<file path="src/rtl/frequency_counter_mux.sv">
// Gated edge counter with a sequential binary-to-BCD converter driving a
// multiplexed seven-segment display with leading-zero blanking and overflow dashes.
module frequency_counter_mux #(
  parameter int UPDATE_PERIOD = 1199,
  parameter int BITS          = 12,
  parameter int DIGITS        = 3,
  parameter int EDGE_BITS     = 10,
  parameter int MUX_BITS      = 8
) (
  input  logic              clk,
  input  logic              reset,
  input  logic              signal,
  input  logic [BITS-1:0]   period,
  input  logic              period_load,
  output logic [6:0]        segments,
  output logic [DIGITS-1:0] digit_en,
  output logic              overflow,
  output logic              valid,
  output logic [1:0]        dbg_state
);

  localparam int CNT_W = $clog2(EDGE_BITS + 1);
  localparam int BCD_W = 4 * DIGITS;
  localparam logic [EDGE_BITS-1:0] EDGE_MAX = '1;
  localparam logic [31:0] LIMIT = 32'(10**DIGITS - 1);

  typedef enum logic [1:0] {IDLE = 2'd0, SHIFT = 2'd1, DONE = 2'd2} state_e;

  state_e               state_q, state_d;
  logic                 s1_q, s2_q, s3_q;
  logic [BITS-1:0]      period_q, clk_count_q;
  logic [EDGE_BITS-1:0] edge_count_q, edge_next, bin_q, cap_q;
  logic [BCD_W-1:0]     bcd_q, bcd_adj, disp_q;
  logic [CNT_W-1:0]     iter_q;
  logic                 ovf_q, cap_over;
  logic [MUX_BITS-1:0]  mux_q;
  logic [1:0]           idx_q;
  logic                 edge_seen, window_end, load_capture, blank;
  logic [3:0]           nibble;

  always_ff @(posedge clk or negedge reset) begin
    if (!reset) begin
      s1_q <= 1'b0;
      s2_q <= 1'b0;
      s3_q <= 1'b0;
    end else begin
      s1_q <= signal;
      s2_q <= s1_q;
      s3_q <= s2_q;
    end
  end

  assign edge_seen  = s2_q & ~s3_q;
  assign edge_next  = (edge_seen && edge_count_q != EDGE_MAX) ? edge_count_q + 1'b1 : edge_count_q;
  assign window_end = !period_load && (clk_count_q == period_q);

  // A load restarts the window without producing a capture.
  always_ff @(posedge clk or negedge reset) begin
    if (!reset) begin
      period_q     <= BITS'(UPDATE_PERIOD);
      clk_count_q  <= '0;
      edge_count_q <= '0;
    end else if (period_load) begin
      period_q     <= period;
      clk_count_q  <= '0;
      edge_count_q <= '0;
    end else if (window_end) begin
      clk_count_q  <= '0;
      edge_count_q <= '0;
    end else begin
      clk_count_q  <= clk_count_q + 1'b1;
      edge_count_q <= edge_next;
    end
  end

  always_ff @(posedge clk or negedge reset) begin
    if (!reset) state_q <= IDLE;
    else        state_q <= state_d;
  end

  // Window ends seen outside IDLE are simply dropped.
  always_comb begin
    state_d      = state_q;
    load_capture = 1'b0;
    case (state_q)
      IDLE: if (window_end) begin
        state_d      = SHIFT;
        load_capture = 1'b1;
      end
      SHIFT: if (iter_q == CNT_W'(EDGE_BITS - 1)) state_d = DONE;
      DONE:  state_d = IDLE;
      default: state_d = IDLE;
    endcase
  end

  always_comb begin
    bcd_adj = bcd_q;
    for (int i = 0; i < DIGITS; i++) begin
      if (bcd_q[4*i +: 4] >= 4'd5) bcd_adj[4*i +: 4] = bcd_q[4*i +: 4] + 4'd3;
    end
  end

  always_ff @(posedge clk or negedge reset) begin
    if (!reset) begin
      bin_q  <= '0;
      cap_q  <= '0;
      bcd_q  <= '0;
      iter_q <= '0;
    end else if (load_capture) begin
      bin_q  <= edge_next;
      cap_q  <= edge_next;
      bcd_q  <= '0;
      iter_q <= '0;
    end else if (state_q == SHIFT) begin
      bcd_q  <= {bcd_adj[BCD_W-2:0], bin_q[EDGE_BITS-1]};
      bin_q  <= {bin_q[EDGE_BITS-2:0], 1'b0};
      iter_q <= iter_q + 1'b1;
    end
  end

  // Truncated BCD keeps the low digits exact; out-of-range values show dashes anyway.
  assign cap_over = {{(32-EDGE_BITS){1'b0}}, cap_q} > LIMIT;

  always_ff @(posedge clk or negedge reset) begin
    if (!reset) begin
      disp_q <= '0;
      ovf_q  <= 1'b0;
    end else if (state_q == DONE) begin
      disp_q <= bcd_q;
      ovf_q  <= cap_over;
    end
  end

  always_ff @(posedge clk or negedge reset) begin
    if (!reset) begin
      mux_q <= '0;
      idx_q <= '0;
    end else begin
      mux_q <= mux_q + 1'b1;
      if (&mux_q) idx_q <= (idx_q == 2'(DIGITS - 1)) ? 2'd0 : idx_q + 2'd1;
    end
  end

  assign nibble = disp_q[{idx_q, 2'b00} +: 4];
  assign blank  = (idx_q != 2'd0) && ((disp_q >> {idx_q, 2'b00}) == '0);

  always_comb begin
    digit_en        = '0;
    digit_en[idx_q] = 1'b1;
    segments        = 7'h00;
    if (ovf_q) segments = 7'h40;
    else if (!blank) begin
      case (nibble)
        4'd0: segments = 7'h3F;
        4'd1: segments = 7'h06;
        4'd2: segments = 7'h5B;
        4'd3: segments = 7'h4F;
        4'd4: segments = 7'h66;
        4'd5: segments = 7'h6D;
        4'd6: segments = 7'h7D;
        4'd7: segments = 7'h07;
        4'd8: segments = 7'h7F;
        4'd9: segments = 7'h6F;
        default: segments = 7'h00;
      endcase
    end
  end

  assign overflow  = ovf_q;
  assign valid     = (state_q == DONE);
  assign dbg_state = state_q;

endmodule
</file>
<file path="config.mk">
export PLATFORM = sky130hd
export DESIGN_NAME = frequency_counter_mux
export DESIGN_NICKNAME = d
export VERILOG_FILES = /design/src/rtl/frequency_counter_mux.sv
export SDC_FILE = /design/constraint.sdc
export NUM_CORES = 1
export LEC_CHECK = 0
export CORE_UTILIZATION = 45
export DETAILED_ROUTE_END_ITERATION = 8
export SYNTH_ARGS = -nofsm -noshare
export SYNTH_HDL_FRONTEND = slang
export SYNTH_SLANG_ARGS = --single-unit
</file>
<file path="constraint.sdc">
create_clock -name clk -period 4.2 [get_ports clk]
set_input_delay 0.63 -clock clk [delete_from_list [all_inputs] [get_ports clk]]
set_output_delay 0.63 -clock clk [all_outputs]
set_load 0.01 [all_outputs]
</file>
Word level (Yosys, flattened, before mapping)
Memories as Yosys holds them, arrays and structs flattened. Index checks and enable logic that the tools add are counted.

Bits in registers: 98. Bits in read-only memories: 112. Input bits: 16. Output and inout port bits: 14. Word-level logic and storage cells: 77. Memories kept: 1.

Memories: (name not given) (depth 16, bits a word 7, read ports 1, clocked after Yosys merged registers in 0, write ports 0, line 153) `case (nibble)`.

Add/sub/neg operators: 8. Magnitude comparators: 6. Eq/ne operators: 8. Shift operators: 2. Muxes and demuxes: 24. Bitwise operators: 2. Reductions and logical operators: 11.

Operator list (count): $mux 10 (5); $mux 12 (4); $mux 4 (4); $mux 7 (2); $add 12x1->12 const B (1); $eq 12x12->1 (1); $ge 4x3->1 const B (3); $logic_not 12->1 (1); $shiftx 12x5->4 (1); $shr 12x4->12 (1); $add 10x1->10 const B (1); $gt 10x10->1 const B (1); $ne 10x10->1 const B (1); $add 4x2->4 const B (2); $add 8x1->8 const B (1); $reduce_and 8->1 (1); $mux 2 (3); $add 4x1->4 const B (1); $eq 2x2->1 const B (2); $eq 4x4->1 const B (1); $logic_and 1x1->1 (4); $ne 2x2->1 const B (2); $pmux 2 s2 (1); $reduce_bool 2->1 (2); other kinds (13) (15).

Longest topological paths before layout
Gate-level depths: netlist (run 1).

Depth in word-level cells: 6. Gate-level depth with buffers: 11. Mapped depth without buffers: 9.

Worst setup path before layout (run 1)
No wires, ideal clock.

Path type: register to output. Start point: reg idx_q[0]. End point: out segments[2]. Arrival: 2119 ps. Required time: 3570 ps. Setup slack: 1451 ps. Stages on the path, launching flop included: 12. Path through: dfrtp_1 > buf_2 > nor2b_1 > buf_6 > nand2_1 > o21ai_0 > inv_1 > ha_1 > inv_1 > nor2_1 > a311o_1 > a31oi_1.

Word-level cells in the longest chain between the ends: 5.

RTL lines: start, declared (line 37) `logic [1:0] idx_q;`; start signal, assigned (line 140) `if (&mux_q) idx_q <= (idx_q == 2'(DIGITS - 1)) ? 2'd0 : idx_q + 2'd1;`; branches (longest 3 deep; another with $mem_v2 16x7); $mux 7 * (line 152) `else if (!blank) begin`; $mux 7 * (line 151) `if (ovf_q) segments = 7'h40;`; end, declared (line 15) `output logic [6:0] segments,`.

Mark *: on every way between the ends.

Worst setup path after layout (run 1)
Ends and elaborated chain as after synthesis.

==> results of run 1 <==
## power by group
| part | switching (mW) | total [mW] | internal (mW) |
|---|---|---|---|
| clock | 0.309 | 0.600 | 0.291 |
| sequential | 0.0437 | 1.01 | 0.965 |
| combinational | 0.0964 | 0.191 | 0.0949 |
## flip-flops by register name (all words and copies together) (netlist names)
signal / flops
cap_q: 7
bcd_q: 12
clk_count_q: 12
idx_q: 2
s1_q: 1
s3_q: 1
period_q: 12
s2_q: 1
overflow: 1
edge_count_q: 10
iter_q: 4
mux_q: 8
dbg_state: 2
bin_q: 10
disp_q: 12
## cell usage after synthesis (2+ instances only)
library cell,n
buf_4,2
dfrtp_1,88
xor2_1,24
and3_1,6
o21ai_1,12
nor3_1,9
o2bb2ai_1,2
a222oi_1,7
mux2_2,21
nand2_1,33
nand2b_1,8
a31oi_1,2
nand4_1,4
or2_2,3
buf_6,5
clkbuf_1,10
a21o_1,3
buf_2,2
nor2b_1,13
nor4_1,3
o21ai_0,34
a22o_1,13
a21oi_1,14
dfstp_2,7
nand3_1,12
a2bb2oi_2,2
inv_1,19
nor2_1,38
o31ai_1,2
xnor2_1,10
ha_1,16
mux2i_1,9
## worst paths after layout
| path | start | end |
|---|---|---|
| worst max-delay path | idx_q[0] | segments[2] |
| worst min-delay path | reset | s3_q |
| worst max register to register | period_q[2] | iter_q[0] |
| worst min register to register | s1_q | s2_q |
| max in group asynchronous | reset | disp_q[5] |
| min in group clk | s1_q | s2_q |
## cells by family (layout without fill, tap and decap cells)
| kind of cell | Yosys count | after routing | synth area share, % |
|---|---|---|---|
| simple gates | 133 | 133 | 13.3 |
| compound gates | 100 | 100 | 14.4 |
| flops | 95 | 95 | 50.4 |
| buf+inv | 39 | 70 | 4.10 |
| xor+xnor | 34 | 34 | 6.29 |
| mux | 31 | 31 | 7.19 |
| fa+ha+maj | 16 | 16 | 4.23 |
## worst reg2reg max path, cell delays in order (launching register included)
cell and delay (ps):
dfstp_2 550, xor2_1 60, nor4_1 350, nand4_1 130
buf_4 220, o21a_1 460, mux2_2 400
## metrics by stage
step,instance area (um2),cells
finish,5310,615
detailed placement,5110,599
global placement,5110,599
floorplan,4730,448
global route,5310,615
CTS,5310,615
## layer usage
metal | up-vias | part of all wire (%) | track usage (%)
met2 | 51 | 47 | 29.3
met4 | 0 | 1.5 | 6.73
li1 | 1618 | - | -
met3 | 12 | 2.4 | 2.50
met1 | 1592 | 49 | 23.5
met5 | - | 0 | 0
## cell type report
class / instances / area share [%]
timing repair buffer: 35 / 6.26
clock buffer: 11 / 2.66
sequential: 95 / 44.9
multi-input combinational: 314 / 40.5
clock inverter: 5 / 1.08
tap: 136 / 3.20
inverter: 19 / 1.34
==> results.json, run 1 <==
{
  "status": "complete, no violations",
  "power_mw": 1.80,
  "clockRootBuffer": "clkbuf_8",
  "max_stage_delay_ps": 570,
  "nNetsFinal": 506,
  "cts.hold.buffers_added": 0,
  "cts_resized": 0,
  "relSlewSlack_pct": 21.7,
  "fin_skew_ps": 9.78,
  "mostFrequentLayoutCell": "dfrtp_1",
  "h-tree-depth": 3,
  "boundaryPins": 30,
  "dp_hpwl_um": 6150,
  "route.vias.total": 3273,
  "fin_util_pct": 51.7,
  "syn_area_um2": 4730,
  "crit_type": "reg -> out",
  "drive_gt1_share_pct": 12.1,
  "post_drt_wl_per_cell_um": 14.4,
  "yosys_warnings": 0,
  "cts_buffers": 9,
  "fillCellCount": 954,
  "antenna_violating_nets_post_route": 0,
  "cp_num_buf_inv": 3,
  "cts.sinks": 95,
  "endpoint_kind": "primary output",
  "vdd_drop_max_v": 0.000168,
  "yosysTopAreaCellShare_pct": 46.5,
  "final_cell_mix": "88 x dfrtp_1, 38 x nor2_1, 34 x o21ai_0",
  "min_path_type": "in -> async",
  "start_util_pct": 46.1,
  "yosysUniqueCellTypes": 47,
  "die_area_um2": 10900,
  "synthFlopType": "dfrtp_1",
  "leakagePower_nw": 2.37,
  "drc": 0,
  "syn_nets": 480,
  "io_buffers": 29,
  "cp_slowest_cell": "dfrtp_1",
  "period_needed_ps": 3800,
  "clockBufferDepth": 2,
  "ys_ff_latch": 95,
  "cp_data_required_time_ps": 3570,
  "rrSetupSlack_ps": 1910,
  "critical_path.cell_chain": "mux2i_1, o21ai_0, inv_1, ha_1, inv_1, nor2_1, a311o_1, a31oi_1, clkdlybuf4s50_1",
  "tritoncts": "yes",
  "reg2reg_depth": 6,
  "slew_viol_final": 0,
  "rsz0062_at_grt": "no",
  "core-area_um2": 10300,
  "fp.dieH_um": 105,
  "grt_pass1_wl_um": 15700,
  "cp-start-kind": "register",
  "drt_iter0_drc": 189,
  "setup_viol": 0,
  "synth_edf_count": 0,
  "synthCells": 448,
  "rows": 37,
  "fin_tns_setup_ps": 0,
  "vias_per_cell": 5.32,
  "synth-seq-area-share_pct": 50.4,
  "path_delay_family": "compound AO/OA/AOI/OAI gates",
  "path_clk_slew_ps": 90,
  "period_share_pct": 90.6,
  "grt_pass1_vias": 3314,
  "gr-total-overflow": 0,
  "syn2layout_area_growth_pct": 12.2,
  "tightest_slew_ps": 1170,
  "regArea_um2": 2390,
  "grt.total_usage_pct": 17.7,
  "finalHoldViolCount": 0,
  "synth_largest_area_cell": "dfrtp_1",
  "post-cts-setup-buffer-count": 0,
  "holdWs_ps": 327,
  "ys_top_cells_by_area": "dfrtp_1 47%, mux2_2 5.0%, xor2_1 4.4%",
  "fp.dieW_um": 105,
  "firstDrtPassIters": 4,
  "cp.arrival_ps": 3170,
  "antenna_found_initial": 0,
  "gp_congestion": 0.842,
  "fmax_mhz": 263,
  "async_flop_share_pct": 100,
  "clock_latency_ps": 360,
  "cpMostUsedCell": "inv_1",
  "crit_cells": 9,
  "power_density_nw_per_um2": 339,
  "max-cap-violations": 0,
  "path_max_fanout": 9,
  "grt_max_degree": 60,
  "multiInputGateArea_um2": 2150,
  "syn_avg_cell_area_um2": 10.6,
  "antenna_cells": 0,
  "drt-total-wl_um": 8850,
  "dp_worst_setup_slack_ps": 764,
  "fin_ws_ps": 396
}
No activity file was read; power rests on OpenSTA's default activity.
==> run 2, diff against run 1 <==
--- a/config.mk
+++ b/config.mk
@@ -7,6 +7,7 @@
 export LEC_CHECK = 0
 export CORE_UTILIZATION = 45
 export DETAILED_ROUTE_END_ITERATION = 8
+export PLACE_DENSITY_LB_ADDON = 0.25
 export SYNTH_ARGS = -nofsm -noshare
 export SYNTH_HDL_FRONTEND = slang
 export SYNTH_SLANG_ARGS = --single-unit
==> run 2 against run 1 <==
Die area unchanged; critical path depth up 2; worst hold slack better by 28 ps; first-iteration DRC count down 17%; clock skew up 1.6 ps; sequential share of layout area up 0.26 points; setup slack worse by 26 ps; final cell count down 0.33%; critical path type unchanged.
==> results.json, run 2 (synthesis results as in run 1) <==
{
  "path_clk_slew_ps": 90,
  "post_drt_wl_per_cell_um": 14.0,
  "dp_hpwl_um": 5960,
  "critical_path.cell_chain": "nor2b_1, buf_4, nand2_1, o21ai_0, inv_1, ha_1, inv_1, nor2_1, a311o_1, a31oi_1, clkdlybuf4s50_1",
  "gr-total-overflow": 0,
  "fp.dieH_um": 105,
  "endpoint_kind": "primary output",
  "nNetsFinal": 504,
  "leakagePower_nw": 2.36,
  "clockRootBuffer": "clkbuf_8",
  "start_util_pct": 46.1,
  "cpMostUsedCell": "inv_1",
  "clockBufferDepth": 2,
  "rrSetupSlack_ps": 1950,
  "status": "complete, no violations",
  "tritoncts": "yes",
  "holdWs_ps": 354,
  "cts_resized": 0,
  "route.vias.total": 3259,
  "core-area_um2": 10300,
  "cp_num_buf_inv": 4,
  "drt-total-wl_um": 8560,
  "cp-start-kind": "register",
  "finalHoldViolCount": 0,
  "grt_pass1_wl_um": 15000,
  "power_mw": 1.75,
  "fin_tns_setup_ps": 0,
  "power_density_nw_per_um2": 331,
  "boundaryPins": 30,
  "max-cap-violations": 0,
  "h-tree-depth": 3,
  "fmax_mhz": 261,
  "syn2layout_area_growth_pct": 11.6,
  "dpl_cell_area_um2": 5100,
  "setup_viol": 0,
  "crit_type": "reg -> out",
  "fp.dieW_um": 105,
  "hold_path_end": "s2_q",
  "cts.hold.buffers_added": 0,
  "fin_skew_ps": 11.4,
  "drc": 0,
  "relSlewSlack_pct": 29.2,
  "antenna_found_initial": 0,
  "reg2reg_depth": 6,
  "timing.rr.start": "period_q[2]",
  "whs_path_depth": 0,
  "cts_buffers": 9,
  "cts.sinks": 95,
  "mostFrequentLayoutCell": "dfrtp_1",
  "final_cell_mix": "88 x dfrtp_1, 38 x nor2_1, 34 x o21ai_0",
  "drive_gt1_share_pct": 11.9,
  "grt.total_usage_pct": 17.0,
  "tightest_slew_ps": 1060,
  "hold_start": "s1_q",
  "r2r-end": "iter_q[0]",
  "cp_data_required_time_ps": 3570,
  "grt_max_degree": 79,
  "period_needed_ps": 3830,
  "path_max_fanout": 10,
  "rsz0062_at_grt": "no",
  "path_delay_family": "buffers and inverters",
  "grt_pass1_vias": 3235,
  "cp.arrival_ps": 3200,
  "die_area_um2": 10900,
  "cp_slowest_cell": "dfrtp_1",
  "clock_latency_ps": 360,
  "io_buffers": 29,
  "final_area_um2": 5280,
  "rows": 37,
  "vias_per_cell": 5.32,
  "antenna_cells": 0,
  "post-cts-setup-buffer-count": 0,
  "max_stage_delay_ps": 560,
  "firstDrtPassIters": 7,
  "vdd_drop_max_v": 0.000181,
  "slew_viol_final": 0,
  "antenna_violating_nets_post_route": 0,
  "period_share_pct": 91.2,
  "drt_iter0_drc": 157,
  "gp_congestion": 0.852,
  "min_path_type": "reg -> reg"
}
## run 2: cell count changes in the layout (fill, tap and decap cells not counted), sizes merged
cell	previous run	this run
buf	7	5
bufinv	1	0
clkinv	1	2
## run 2: worst max-delay path by stage
stage | end | cells after the start | slack [ps] | from
after floorplan | segments[2] | 11 | 1450 | idx_q[0]
after global placement | segments[2] | 11 | 850 | idx_q[1]
after detailed placement | segments[2] | 11 | 750 | idx_q[1]
after CTS | segments[2] | 11 | 350 | idx_q[1]
after global routing | segments[2] | 11 | 80 | idx_q[1]
final | segments[2] | 11 | 370 | idx_q[1]
## run 2: power breakdown
group,total (mW),internal [mW],switching [mW]
clock,0.550,0.245,0.305
sequential,1.01,0.966,0.0456
combinational,0.186,0.0941,0.0922
total,1.75,1.31,0.443
## run 2: cell type report
type	count	area [um2]
fillers	968	4990
flip-flops and latches	95	2390
multi-input cells	314	2150
repair buffers	33	318
well taps	136	170
clock buffers	11	151
inverters	19	71.3
clock inverters	5	32.5
## run 2: per-layer routing
metal / global-route usage (%) / up-vias / wire length, um
met2: 29.1 / 55 / 4280
li1: - / 1605 / -
met3: 3.74 / 9 / 229
met1: 21.6 / 1590 / 3960
met5: 0 / - / 0
met4: 5.00 / 0 / 88
## run 2: through the flow
step                      util, %  worst slack [ps]  std cells
final                        51.4               370        613
after global routing         51.4              78.2        613
after CTS                    51.4               351        613
after detailed placement     49.6               749        597
after global placement       49.6               855        597
after floorplan                 -              1450        448
